$ cat src/rtl/writeback.sv
// writeback.sv -- final (WB) pipeline stage and register-file write port into decode.
// Completes memory-stage instructions, aligns/extends load data, and waits a
// bounded number of cycles for slow load responses.
//
// Ports:
//   clk_i, rstn_i            clock, async active-low reset
//   validM_i, operationM_i   instruction presented by the memory stage
//   rdM_addr_i, rdM_wrt_ena_i destination register and its write enable
//   resultM_i                ALU/link result, or effective byte address for loads
//   dmem_rsp_valid_i/_data_i load response pulse and raw aligned word
//   rdWB_port_o              registered {valid, addr, data} write port to decode
//   stallWB_o                combinational hold for memory stage and upstream
//   load_err_o               one-cycle pulse after a load timed out
//   instret_o                64-bit retired count (only with WB_INSTRET_EN)
//
// Optional feature macro: WB_INSTRET_EN adds the retired-instruction counter.

package riscv_pkg;
    localparam int XLEN = 32;

    typedef enum logic [4:0] {
        NOP, ADD, SUB, ADDI, LUI, AUIPC, JAL, JALR,
        LB, LH, LW, LBU, LHU, SB, SH, SW, BEQ, BNE
    } operation_e;

    typedef struct packed {
        logic            valid;
        logic [4:0]      addr;
        logic [XLEN-1:0] data;
    } rd_port_t;
endpackage

// Purpose: retire one instruction per cycle and drive the decode write port.
// Latency: write port valid one cycle after completion; loads may wait up to LOAD_TIMEOUT cycles.
// Backpressure: stallWB_o holds upstream while a load response is outstanding.
module writeback
    import riscv_pkg::*;
#(
    parameter int LOAD_TIMEOUT = 15
) (
    input  logic            clk_i,
    input  logic            rstn_i,
    input  logic            validM_i,
    input  operation_e      operationM_i,
    input  logic [4:0]      rdM_addr_i,
    input  logic            rdM_wrt_ena_i,
    input  logic [XLEN-1:0] resultM_i,
    input  logic            dmem_rsp_valid_i,
    input  logic [XLEN-1:0] dmem_rsp_data_i,
    output rd_port_t        rdWB_port_o,
    output logic            stallWB_o,
    output logic            load_err_o
`ifdef WB_INSTRET_EN
    ,
    output logic [63:0]     instret_o
`endif
);

    localparam logic [7:0] TIMEOUT_C = 8'(LOAD_TIMEOUT);

    typedef enum logic {S_IDLE, S_WAIT} state_e;

    state_e          state_q, state_d;
    logic [7:0]      cnt_q, cnt_d;
    rd_port_t        rd_q;
    logic            err_q;
    logic            is_load;
    logic            complete;
    logic            timeout;
    logic [7:0]      byte_sel;
    logic [15:0]     half_sel;
    logic [XLEN-1:0] load_data;
    logic [XLEN-1:0] wb_data;

    assign is_load = operationM_i inside {LB, LH, LW, LBU, LHU};

    // Load alignment: byte lane by off, halfword lane by off[1], word ignores off.
    always_comb begin
        byte_sel  = 8'h00;
        half_sel  = resultM_i[1] ? dmem_rsp_data_i[31:16] : dmem_rsp_data_i[15:0];
        load_data = dmem_rsp_data_i;
        case (resultM_i[1:0])
            2'd0:    byte_sel = dmem_rsp_data_i[7:0];
            2'd1:    byte_sel = dmem_rsp_data_i[15:8];
            2'd2:    byte_sel = dmem_rsp_data_i[23:16];
            default: byte_sel = dmem_rsp_data_i[31:24];
        endcase
        case (operationM_i)
            LB:      load_data = {{(XLEN-8){byte_sel[7]}}, byte_sel};
            LBU:     load_data = {{(XLEN-8){1'b0}}, byte_sel};
            LH:      load_data = {{(XLEN-16){half_sel[15]}}, half_sel};
            LHU:     load_data = {{(XLEN-16){1'b0}}, half_sel};
            default: load_data = dmem_rsp_data_i;
        endcase
    end

    // Next-state, completion and stall. A response in the cycle the counter
    // would hit the limit takes priority over the timeout.
    always_comb begin
        state_d   = state_q;
        cnt_d     = cnt_q;
        complete  = 1'b0;
        timeout   = 1'b0;
        stallWB_o = 1'b0;
        case (state_q)
            S_IDLE: begin
                if (validM_i) begin
                    if (!is_load || dmem_rsp_valid_i) begin
                        complete = 1'b1;
                    end else begin
                        state_d   = S_WAIT;
                        cnt_d     = 8'd0;
                        stallWB_o = 1'b1;
                    end
                end
            end
            S_WAIT: begin
                if (dmem_rsp_valid_i) begin
                    complete = 1'b1;
                    cnt_d    = 8'd0;
                    state_d  = S_IDLE;
                end else if (cnt_q + 8'd1 == TIMEOUT_C) begin
                    complete = 1'b1;
                    timeout  = 1'b1;
                    cnt_d    = 8'd0;
                    state_d  = S_IDLE;
                end else begin
                    cnt_d     = cnt_q + 8'd1;
                    stallWB_o = 1'b1;
                end
            end
            default: state_d = S_IDLE;
        endcase
    end

    always_comb begin
        wb_data = resultM_i;
        if (timeout) begin
            wb_data = '0;
        end else if (is_load) begin
            wb_data = load_data;
        end
    end

    always_ff @(posedge clk_i or negedge rstn_i) begin
        if (!rstn_i) begin
            state_q <= S_IDLE;
            cnt_q   <= 8'd0;
            rd_q    <= '0;
            err_q   <= 1'b0;
        end else begin
            state_q    <= state_d;
            cnt_q      <= cnt_d;
            err_q      <= timeout;
            rd_q.valid <= complete && rdM_wrt_ena_i && (rdM_addr_i != 5'd0);
            // addr/data hold between completions so decode sees a stable port.
            if (complete) begin
                rd_q.addr <= rdM_addr_i;
                rd_q.data <= wb_data;
            end
        end
    end

    assign rdWB_port_o = rd_q;
    assign load_err_o  = err_q;

`ifdef WB_INSTRET_EN
    logic [63:0] instret_q;

    // Counts every completion, including stores, x0 writes and timed-out loads.
    always_ff @(posedge clk_i or negedge rstn_i) begin
        if (!rstn_i) begin
            instret_q <= 64'd0;
        end else if (complete) begin
            instret_q <= instret_q + 64'd1;
        end
    end

    assign instret_o = instret_q;
`endif

endmodule

$ cat config.mk
export PLATFORM = sky130hd
export DESIGN_NAME = writeback
export DESIGN_NICKNAME = d
export VERILOG_FILES = /design/src/rtl/writeback.sv
export SDC_FILE = /design/constraint.sdc
export NUM_CORES = 1
export LEC_CHECK = 0
export ABC_AREA = 1
export BUFFER_PORTS_ARGS = -buffer_cell sky130_fd_sc_hd__buf_2
export CAP_MARGIN = 20
export CORE_UTILIZATION = 47
export DETAILED_ROUTE_END_ITERATION = 7
export PLACE_DENSITY = 0.79
export SKIP_LAST_GASP = 1
export SLEW_MARGIN = 20
export SYNTH_ARGS = -nofsm -noshare
export SYNTH_HDL_FRONTEND = slang
export SYNTH_SLANG_ARGS = --single-unit
$ cat constraint.sdc
create_clock -name clk_i -period 1.8 [get_ports clk_i]
set_input_delay 0.18 -clock clk_i [delete_from_list [all_inputs] [get_ports clk_i]]
set_output_delay 0.18 -clock clk_i [all_outputs]
set_load 0.1 [all_outputs]
; Word level (Yosys, flattened, before mapping)
; Index checks and enable logic that the tools add are counted.
[classes]
addsub = 1
multipliers = 0
div_mod_pow = 0
order_cmp = 0
eq_ne = 10
n_shift = 0
n_mux = 22
bitwise_logic = 1
n_reduce_logical = 8
[op_table]
columns = cell, count
row1 = $pmux 32 s4, 1
row2 = $mux 32, 2
row3 = $mux 8, 4
row4 = $eq 5x4->1 const B, 5
row5 = $pmux 8 s3, 1
row6 = $mux 16, 1
row7 = $pmux 8 s2, 1
row8 = $mux 1, 10
row9 = $reduce_bool 5->1, 2
row10 = $add 8x1->8 const B, 1
row11 = $eq 8x4->1 const B, 1
row12 = $ne 2x2->1 const B, 2
row13 = $pmux 1 s2, 2
row14 = $eq 2x1->1 const B, 1
row15 = $eq 2x2->1 const B, 1
row16 = $logic_and 1x1->1, 2
row17 = $logic_not 2->1, 1
row18 = $reduce_and 2->1, 1
row19 = $logic_not 1->1, 1
row20 = $logic_or 1x1->1, 1
row21 = $not 1->1, 1
[totals]
ff_bits = 48
latchBits = 0
ram_bits = 0
mem_bits_ro = 0
out_inout_bits = 40
wordCells = 48
mem_count = 0

; Depth between registers and ports, before layout
; Gate-level depths: netlist (run 1).
[depth]
word_depth = 9
mapped_depth = 14
mapped_depth_nobuf = 12

; Least setup slack after synthesis (run 1)
; Ideal clock, no wire load.
[synth_path]
path_kind = input to register
from = in operationM_i[1]
to = reg state_q
setup_time_ns = 0.353
t_arrival_ns = 3.037
required_ns = 1.447
setup_slack_ns = -1.590
cell_stages = 6
path_buffers = 1
path_cell_list = nor2_1 > nand3_2 > nand2_2 > buf_2 > nand3_1 > o21ai_0
[synth_between]
elab_chain_cells = 7
[synth_lines]
columns = element, line
row1 = from (decl), 44  ; input operation_e operationM_i,
row2 = $eq 5x4->1, 75  ; assign is_load = operationM_i inside {LB, LH, LW, LBU, LHU};
row3 = $reduce_bool 5->1 *, 75
row4 = $logic_not 1->1 *, 108  ; if (!is_load || dmem_rsp_valid_i) begin
row5 = $logic_or 1x1->1 *, 108
row6 = $mux 1 * (2 in series), -
row7 = $pmux 1 s2 *, -
row8 = net stallWB_o, 51  ; output logic stallWB_o,
row9 = to (signal assigned), 152  ; state_q <= state_d;
row10 = to (decl), 63  ; state_e state_q, state_d;
; The timed path passes the listed nets; every way through them passes the cells marked *.
; A chain may end at the register's enable or synchronous reset.

; Worst setup path after layout (run 1)
[layout_path]
from = reg cnt_q[0]
to = out stallWB_o
[layout_between]
elab_chain_cells = 5
[layout_lines]
columns = element, line
row1 = from (decl), 64  ; logic [7:0] cnt_q, cnt_d;
row2 = from (signal assigned), 153  ; cnt_q <= cnt_d;
row3 = $add 8x1->8, 122  ; end else if (cnt_q + 8'd1 == TIMEOUT_C) begin
row4 = $eq 8x4->1, 122
row5 = $mux 1, 122
row6 = $mux 1, 118  ; if (dmem_rsp_valid_i) begin
row7 = $pmux 1 s2, 105  ; case (state_q)
row8 = to (decl), 51
; No other way between the ends.

==> out/metrics.cfg, run 1 <==
[yosys]
synth_cell_types=31
synthCells=574
ys_ff_latch=48
postSynthAreaPerCell_sq_um=6.254
syn-num-nets=655
ys_warn_count=0
seq_area_frac_synth_pct=33.46
syn_area_sq_um=3590

[worst_hold_path]
hold_class=primary input to register
min_from=rdM_addr_i[0]

[setup_path]
critPathMaxFanout=3
critPathRequiredTime_ns=1.62
critPathSlowestCell=dfrtp_2
r2r_end=rdWB_port_o[17]$_DFFE_PN0P_
crit_type=register to output port
endpoint_kind=output port
crit_end=stallWB_o
timing.rr.start=cnt_q[0]$_DFFE_PN0P_
start_kind=register
arrival_ns=1.91
r2r_cells=13
slowest_delay_ns=0.47
startpoint=cnt_q[0]$_DFFE_PN0P_
crit_chain=ha_4 -> nand2_2 -> nor2_1 -> nand3_1 -> nand3_2 -> nor2_4 -> nand2_4 -> nand2_4 -> o21ai_4 -> buf_12
cp_common_cell=nand2_4
r2r_slack_ns=-0.28

[timing]
finalClockSkew_ns=0.008120
setup_viol=41
finalMaxSlewViolations=0
hold_viol=0
setup_slack_ns=-0.2855
period_share_pct=115.9
rsz0062_at_grt=yes
slew_headroom_pct=57.77
fin_crit_ns=2.086
tightest_slew_ns=0.6328
max_freq_ghz=0.4795

[detailed_routing]
wire_per_inst_um=15.36
antenna_left=0
drtIter0Drc=321
drc=0
wl_mm=12.49
vias=4370
drt_first_pass_iters=5
vias_per_cell=5.375

[power_and_ir_drop]
sw_frac_of_total_pct=47.36
p_leak_nw=2.754
peakVddDrop_mv=0.5226
power_mw=4.349
power.density_nw_per_um2=884.5
internal-power_mw=2.290
pwr-share-clk_pct=21.9
netSwitchingPower_mw=2.060
power_frac_seq_pct=30.5
comb_power_share_pct=47.5

[placed_design]
hpwl_mm=8.382
gp_congestion=0.9186
place_inst=788
io_buffers=118

[die]
ios=119
dieWidth_um=89.40
die_h_um=89.40
die_area_sq_um=7991
initial_core_util_pct=48.97
std_cell_rows=31
core_region_area_sq_um=7331

[final_layout]
drive_above_1_share_pct=30.53
area_delta_synth_final_pct=36.98
finalNetCount=794
stdcell_count=813
antenna_cells=0
fin_util_pct=67.08
regArea_sq_um=1204
fill_cells=635
multi_input_area_sq_um=2147

[cts]
htree_num_levels=2
cts_max_path_buffers=2
clk_latency_ns=0.30
cts_buffers=5
cts_tree=done
cts.sink_count=48
cts_root_buf=clkbuf_8
cts.reportedPaths.clkPinSlew_ns=0.10

[outcome]
violations=setup timing
run_status=complete, but fails checks

[run]
drv_cap=0

[global_route]
grt_first_pass_wirelength_mm=18.57
grt_pass1_vias=4009
antenna_found_initial=0
grt_remaining_overflow=0
grt_max_degree=33
grtUsageTotal_pct=30.53

critical path: cells and delay by family, from the launching register on:
kind,cells,cell delay (ns)
flops,1,0.47
buf+inv,1,0.17
compound gates,1,0.07
fa+ha+maj,1,0.20
simple gates,7,0.68
through the flow:
step	setup TNS [ns]	setup slack, ns	cell area, sq um	hold slack, ns
floorplan	0	0.01345	3601	-0.1156
global placement	0	0.003871	4385	0.1866
detailed placement	-2.602	-0.1144	4385	0.1983
finish	-9.118	-0.2855	4917	0.08546
global route	-12.25	-0.3553	4917	0.09263
CTS	-5.622	-0.1988	4772	0.07720
cells by family after synthesis:
logic type | after synthesis | synth area share (%)
simple gates | 391 | 46.15
buf+inv | 75 | 9.794
compound gates | 56 | 9.411
flops | 48 | 33.46
xor+xnor | 2 | 0.4881
fa+ha+maj | 2 | 0.6970
sequential cells by signal, indices dropped and copies added (netlist names):
| name | count |
|---|---|
| state_q | 1 |
| load_err_o | 1 |
| rdWB_port_o | 38 |
| cnt_q | 8 |
cells in the final DEF, fill, tap and decap left out, types with 6 or more instances in the layout:
master	netlist	layout
o21ai_1	3	7
or2_2	14	14
buf_4	3	21
nand2_1	221	216
inv_1	46	45
a21oi_1	23	23
o21ai_0	15	8
buf_6	6	6
buf_2	11	117
nand3_1	60	58
nor2_1	77	75
dfrtp_1	48	46
o211ai_1	7	7
buf_12	0	7
nand2_2	7	8
repair_timing:
action | in CTS | in global routing
hold endpoints to repair | 22 | 0
setup endpoints to repair | 39 | 43
resized for setup | 26 | 15
pin swaps | 8 | 7
cloned | 4 | 4
hold buffers | 1 | 0
buffers inserted | 6 | 3
cell usage after synthesis (all sizes together):
master / instances / share of area [%]
clkbuf: 5 / 0.52
o21bai: 1 / 0.31
a21boi: 1 / 0.21
or2: 15 / 2.6
o21ai: 18 / 2.5
o211ai: 7 / 1.5
o31ai: 1 / 0.21
o22ai: 2 / 0.35
ha: 2 / 0.70
o2bb2ai: 1 / 0.24
nand2: 229 / 25
inv: 49 / 5.1
a21oi: 25 / 4.1
nand4: 2 / 0.35
nand3: 63 / 9.2
buf: 21 / 4.1
xor2: 2 / 0.49
nor2: 82 / 9.3
dfrtp: 48 / 33
final cells by class:
cell class | instances | share of cell area (%)
Tap cell | 99 | 2.519
Clock inverter | 3 | 1.399
Timing Repair Buffer | 158 | 22.75
Clock buffer | 5 | 1.399
Multi-Input combinational cell | 451 | 43.66
Inverter | 49 | 3.791
Sequential cell | 48 | 24.48
worst min path at each step:
| stage | to | slack [ns] | cells after the start |
|---|---|---|---|
| final | rdWB_port_o[32]$_DFFE_PN0P_ | 0.09 | 3 |
| after global routing | rdWB_port_o[33]$_DFFE_PN0P_ | 0.09 | 3 |
| after CTS | rdWB_port_o[33]$_DFFE_PN0P_ | 0.08 | 3 |
| after detailed placement | rdWB_port_o[36]$_DFFE_PN0P_ | 0.20 | 1 |
| after global placement | rdWB_port_o[36]$_DFFE_PN0P_ | 0.19 | 1 |
| after floorplan | cnt_q[0]$_DFFE_PN0P_ | -0.12 | 0 |
power by group through the flow:
stage	combinational (mW)	sequential [mW]	clock (mW)
2_1_floorplan	0.467	2.28	0
3_3_place_gp	1.85	1.32	0
3_5_place_dp	1.88	1.32	0
4_1_cts	1.96	1.31	0.961
5_1_grt	2.18	1.34	0.996
6_report	2.07	1.33	0.954
per-layer routing:
metal  up-vias  track usage [%]  part of all wire [%]
li1       2072                -                     -
met1      2039            38.14                    40
met2       228            53.78                    49
met3        31            4.801                   8.5
met4         0            9.957                   1.9
met5         -                0                     0
(Power assumes the default switching activity.)
==> inputs of run 2 (changes only) <==
==> constraint.sdc (replaced) <==
create_clock -name clk_i -period 1.85 [get_ports clk_i]
set_input_delay 0.185 -clock clk_i [delete_from_list [all_inputs] [get_ports clk_i]]
set_output_delay 0.185 -clock clk_i [all_outputs]
set_load 0.1 [all_outputs]
==> run 2 against run 1 <==
  * The run still ends with setup timing left
  * Count of clock-buffer cells in the layout is 1 higher
  * Critical path depth grew 2
  * Routed wire length grew 1.3%
  * Worst hold slack improved by 0.0060 ns
  * Sequential power about the same
  * Power shrank 7.8%
  * First-iteration DRC count is 20% higher
  * Sequential cell count unchanged
  * Cell area rose by 1.5%
  * Cell count is 0.49% higher
==> out/metrics.cfg, run 2 (same netlist as run 1, synthesis figures left out) <==
[global_route]
antenna_found_initial=0  ; unchanged
grtUsageTotal_pct=29.28  ; -1.2 points
grt_max_degree=49  ; +48%
grt_pass1_vias=3845  ; -4.1%
grt_remaining_overflow=0  ; unchanged
grt_first_pass_wirelength_mm=17.85  ; -3.9%

[final_layout]
multi_input_area_sq_um=2263  ; +5.4%
drive_above_1_share_pct=33.43  ; +2.9 points
fill_cells=613  ; -3.5%
fin_util_pct=68.05  ; +0.97 points
regArea_sq_um=1204  ; unchanged
area_delta_synth_final_pct=38.97
antenna_cells=0  ; unchanged
largest_reg_flops=38  ; unchanged
final_common_cell=nand2_1
finalNetCount=798  ; +0.50%
final_cell_mix=nand2_1 (207), buf_2 (117), nor2_1 (73)
fin_area_sq_um=4989  ; +1.5%

[power_and_ir_drop]
power_frac_seq_pct=32.4  ; +1.9 points
sw_frac_of_total_pct=50.30  ; +2.9 points
power.density_nw_per_um2=803.7  ; -9.1%
peakVddDrop_mv=0.5499  ; +5.2%
p_leak_nw=2.795  ; +1.5%
comb_power_share_pct=50.7  ; +3.2 points
internal-power_mw=1.993  ; -13%
power_mw=4.009  ; -7.8%
pwr-share-clk_pct=16.9  ; -5.0 points
netSwitchingPower_mw=2.017  ; -2.1%

[setup_path]
slowest_delay_ns=0.46  ; about the same
start_kind=register
crit_type=register to register
cp_common_cell=nand2_1
r2r_cells=12  ; -1
arrival_ns=2.35  ; +0.44 ns
critPathRequiredTime_ns=2.05  ; +0.43 ns
crit_chain=nand2_1 -> nor2_1 -> nand2_1 -> nand2_1 -> nand2_2 -> nor2_4 -> buf_4 -> nand3_1 -> buf_6 -> buf_4 -> nand3_1 -> nand2_1
critPathSlowestCell=dfrtp_1
critPathMaxFanout=7  ; +4
endpoint_kind=register

[die]
ios=119  ; unchanged
dieWidth_um=89.40  ; unchanged
die_area_sq_um=7991  ; unchanged
initial_core_util_pct=48.97  ; unchanged
core_region_area_sq_um=7331  ; unchanged
std_cell_rows=31  ; unchanged
die_h_um=89.40  ; unchanged

[detailed_routing]
wl_mm=12.65  ; +1.3%
vias_per_cell=5.415  ; +0.74%
drc=0  ; unchanged
wire_per_inst_um=15.48  ; +0.80%
antenna_left=0  ; unchanged
vias=4424  ; +1.2%
drtIter0Drc=385  ; +20%
drt_first_pass_iters=5  ; unchanged

[placed_design]
hpwl_mm=8.072  ; -3.7%
io_buffers=118  ; unchanged
gp_congestion=0.8936  ; -2.7%
placedInstanceArea_sq_um=4335  ; -1.1%
place_worst_setup_slack_ns=-0.04309  ; +0.07130 ns

[worst_hold_path]
hold_depth=3  ; unchanged
hold_class=primary input to register

[cts]
clk_latency_ns=0.31  ; about the same
cts_buffers=5  ; unchanged
cts_max_path_buffers=2  ; unchanged
cts_tree=done
cts.sink_count=48  ; unchanged
htree_num_levels=2  ; unchanged
cts_root_buf=clkbuf_8
cts.reportedPaths.clkPinSlew_ns=0.10  ; about the same

[timing]
finalMaxSlewViolations=0  ; unchanged
setup_slack_ns=-0.2993  ; -0.01380 ns
tightest_slew_ns=0.6259  ; -0.006824 ns
max_freq_ghz=0.4653
hold_viol=0  ; unchanged
rsz0062_at_grt=yes
fin_crit_ns=2.149
finalClockSkew_ns=0.01431  ; +0.006191 ns
setup_viol=41  ; unchanged
slew_headroom_pct=58.23  ; +0.46 points
finalSetupTns_ns=-8.970  ; +0.1482 ns
period_share_pct=116.2

[outcome]
violations=setup timing
run_status=complete, but fails checks

[run]
drv_cap=0  ; unchanged

run 2: cell types whose count changed in the layout (fill, tap and decap cells not counted), sizes merged:
| cell | delta |
|---|---|
| clkbuf | +2 |
| bufinv | -2 |
| clkinv | +1 |
| buf | +3 |
run 2: area by class of cell:
cell class                 count  share of cell area (%)
clock buffer                   6                   1.655
sequential                    48                   24.13
clock inverter                 2                  0.2759
tap                           99                   2.483
timing repair buffer         162                   22.30
inverter                      49                   3.787
multi-input combinational    451                   45.37
run 2: critical path, delay by kind of cell, from the launching register on:
kind | cells | cell delay (ns)
buffers and inverters | 3 | 0.48
AND/OR/NAND/NOR | 9 | 1.10
flip-flops | 1 | 0.46
run 2: per-stage QoR:
stage / hold WS [ns] / cells
after global routing: 0.1125 / 817
after floorplan: -0.1106 / 574
after detailed placement: 0.3158 / 783
final: 0.09151 / 817
after global placement: 0.3093 / 783
after CTS: 0.09059 / 807
run 2: final timing paths:
path                                                     to  slack, ns                         from
worst max-delay path            rdWB_port_o[18]$_DFFE_PN0P_      -0.30         cnt_q[3]$_DFFE_PN0P_
worst min-delay path            rdWB_port_o[33]$_DFFE_PN0P_       0.09                rdM_addr_i[1]
worst max register to register  rdWB_port_o[18]$_DFFE_PN0P_      -0.30         cnt_q[3]$_DFFE_PN0P_
worst min register to register  rdWB_port_o[30]$_DFFE_PN0P_       0.48  rdWB_port_o[30]$_DFFE_PN0P_
max in group asynchronous              cnt_q[0]$_DFFE_PN0P_       0.92                       rstn_i
min in group asynchronous        rdWB_port_o[3]$_DFFE_PN0P_       0.50                       rstn_i
run 2: metal layers:
| metal | vias up | GRT usage, % | share of wire, % |
|---|---|---|---|
| li1 | 2081 | - | - |
| met1 | 2058 | 38.81 | 40 |
| met2 | 253 | 49.13 | 49 |
| met3 | 32 | 4.617 | 9.1 |
| met4 | 0 | 8.947 | 2.5 |
| met5 | - | 0 | 0 |
run 2: power groups by stage:
stage,logic [mW],registers (mW),clock network (mW)
final,2.03,1.30,0.677
after global placement,1.78,1.29,0
after detailed placement,1.80,1.29,0
after global routing,2.14,1.31,0.722
after CTS,1.87,1.28,0.677
after floorplan,0.455,2.22,0
run 2: repair_timing:
item / in CTS / in global routing
gates cloned: 2 / 5
pin swaps: 7 / 11
resized for setup: 15 / 55
hold endpoints to repair: 41 / 0
setup endpoints to repair: 38 / 44
hold buffers: 1 / 0
setup buffers: 13 / 5
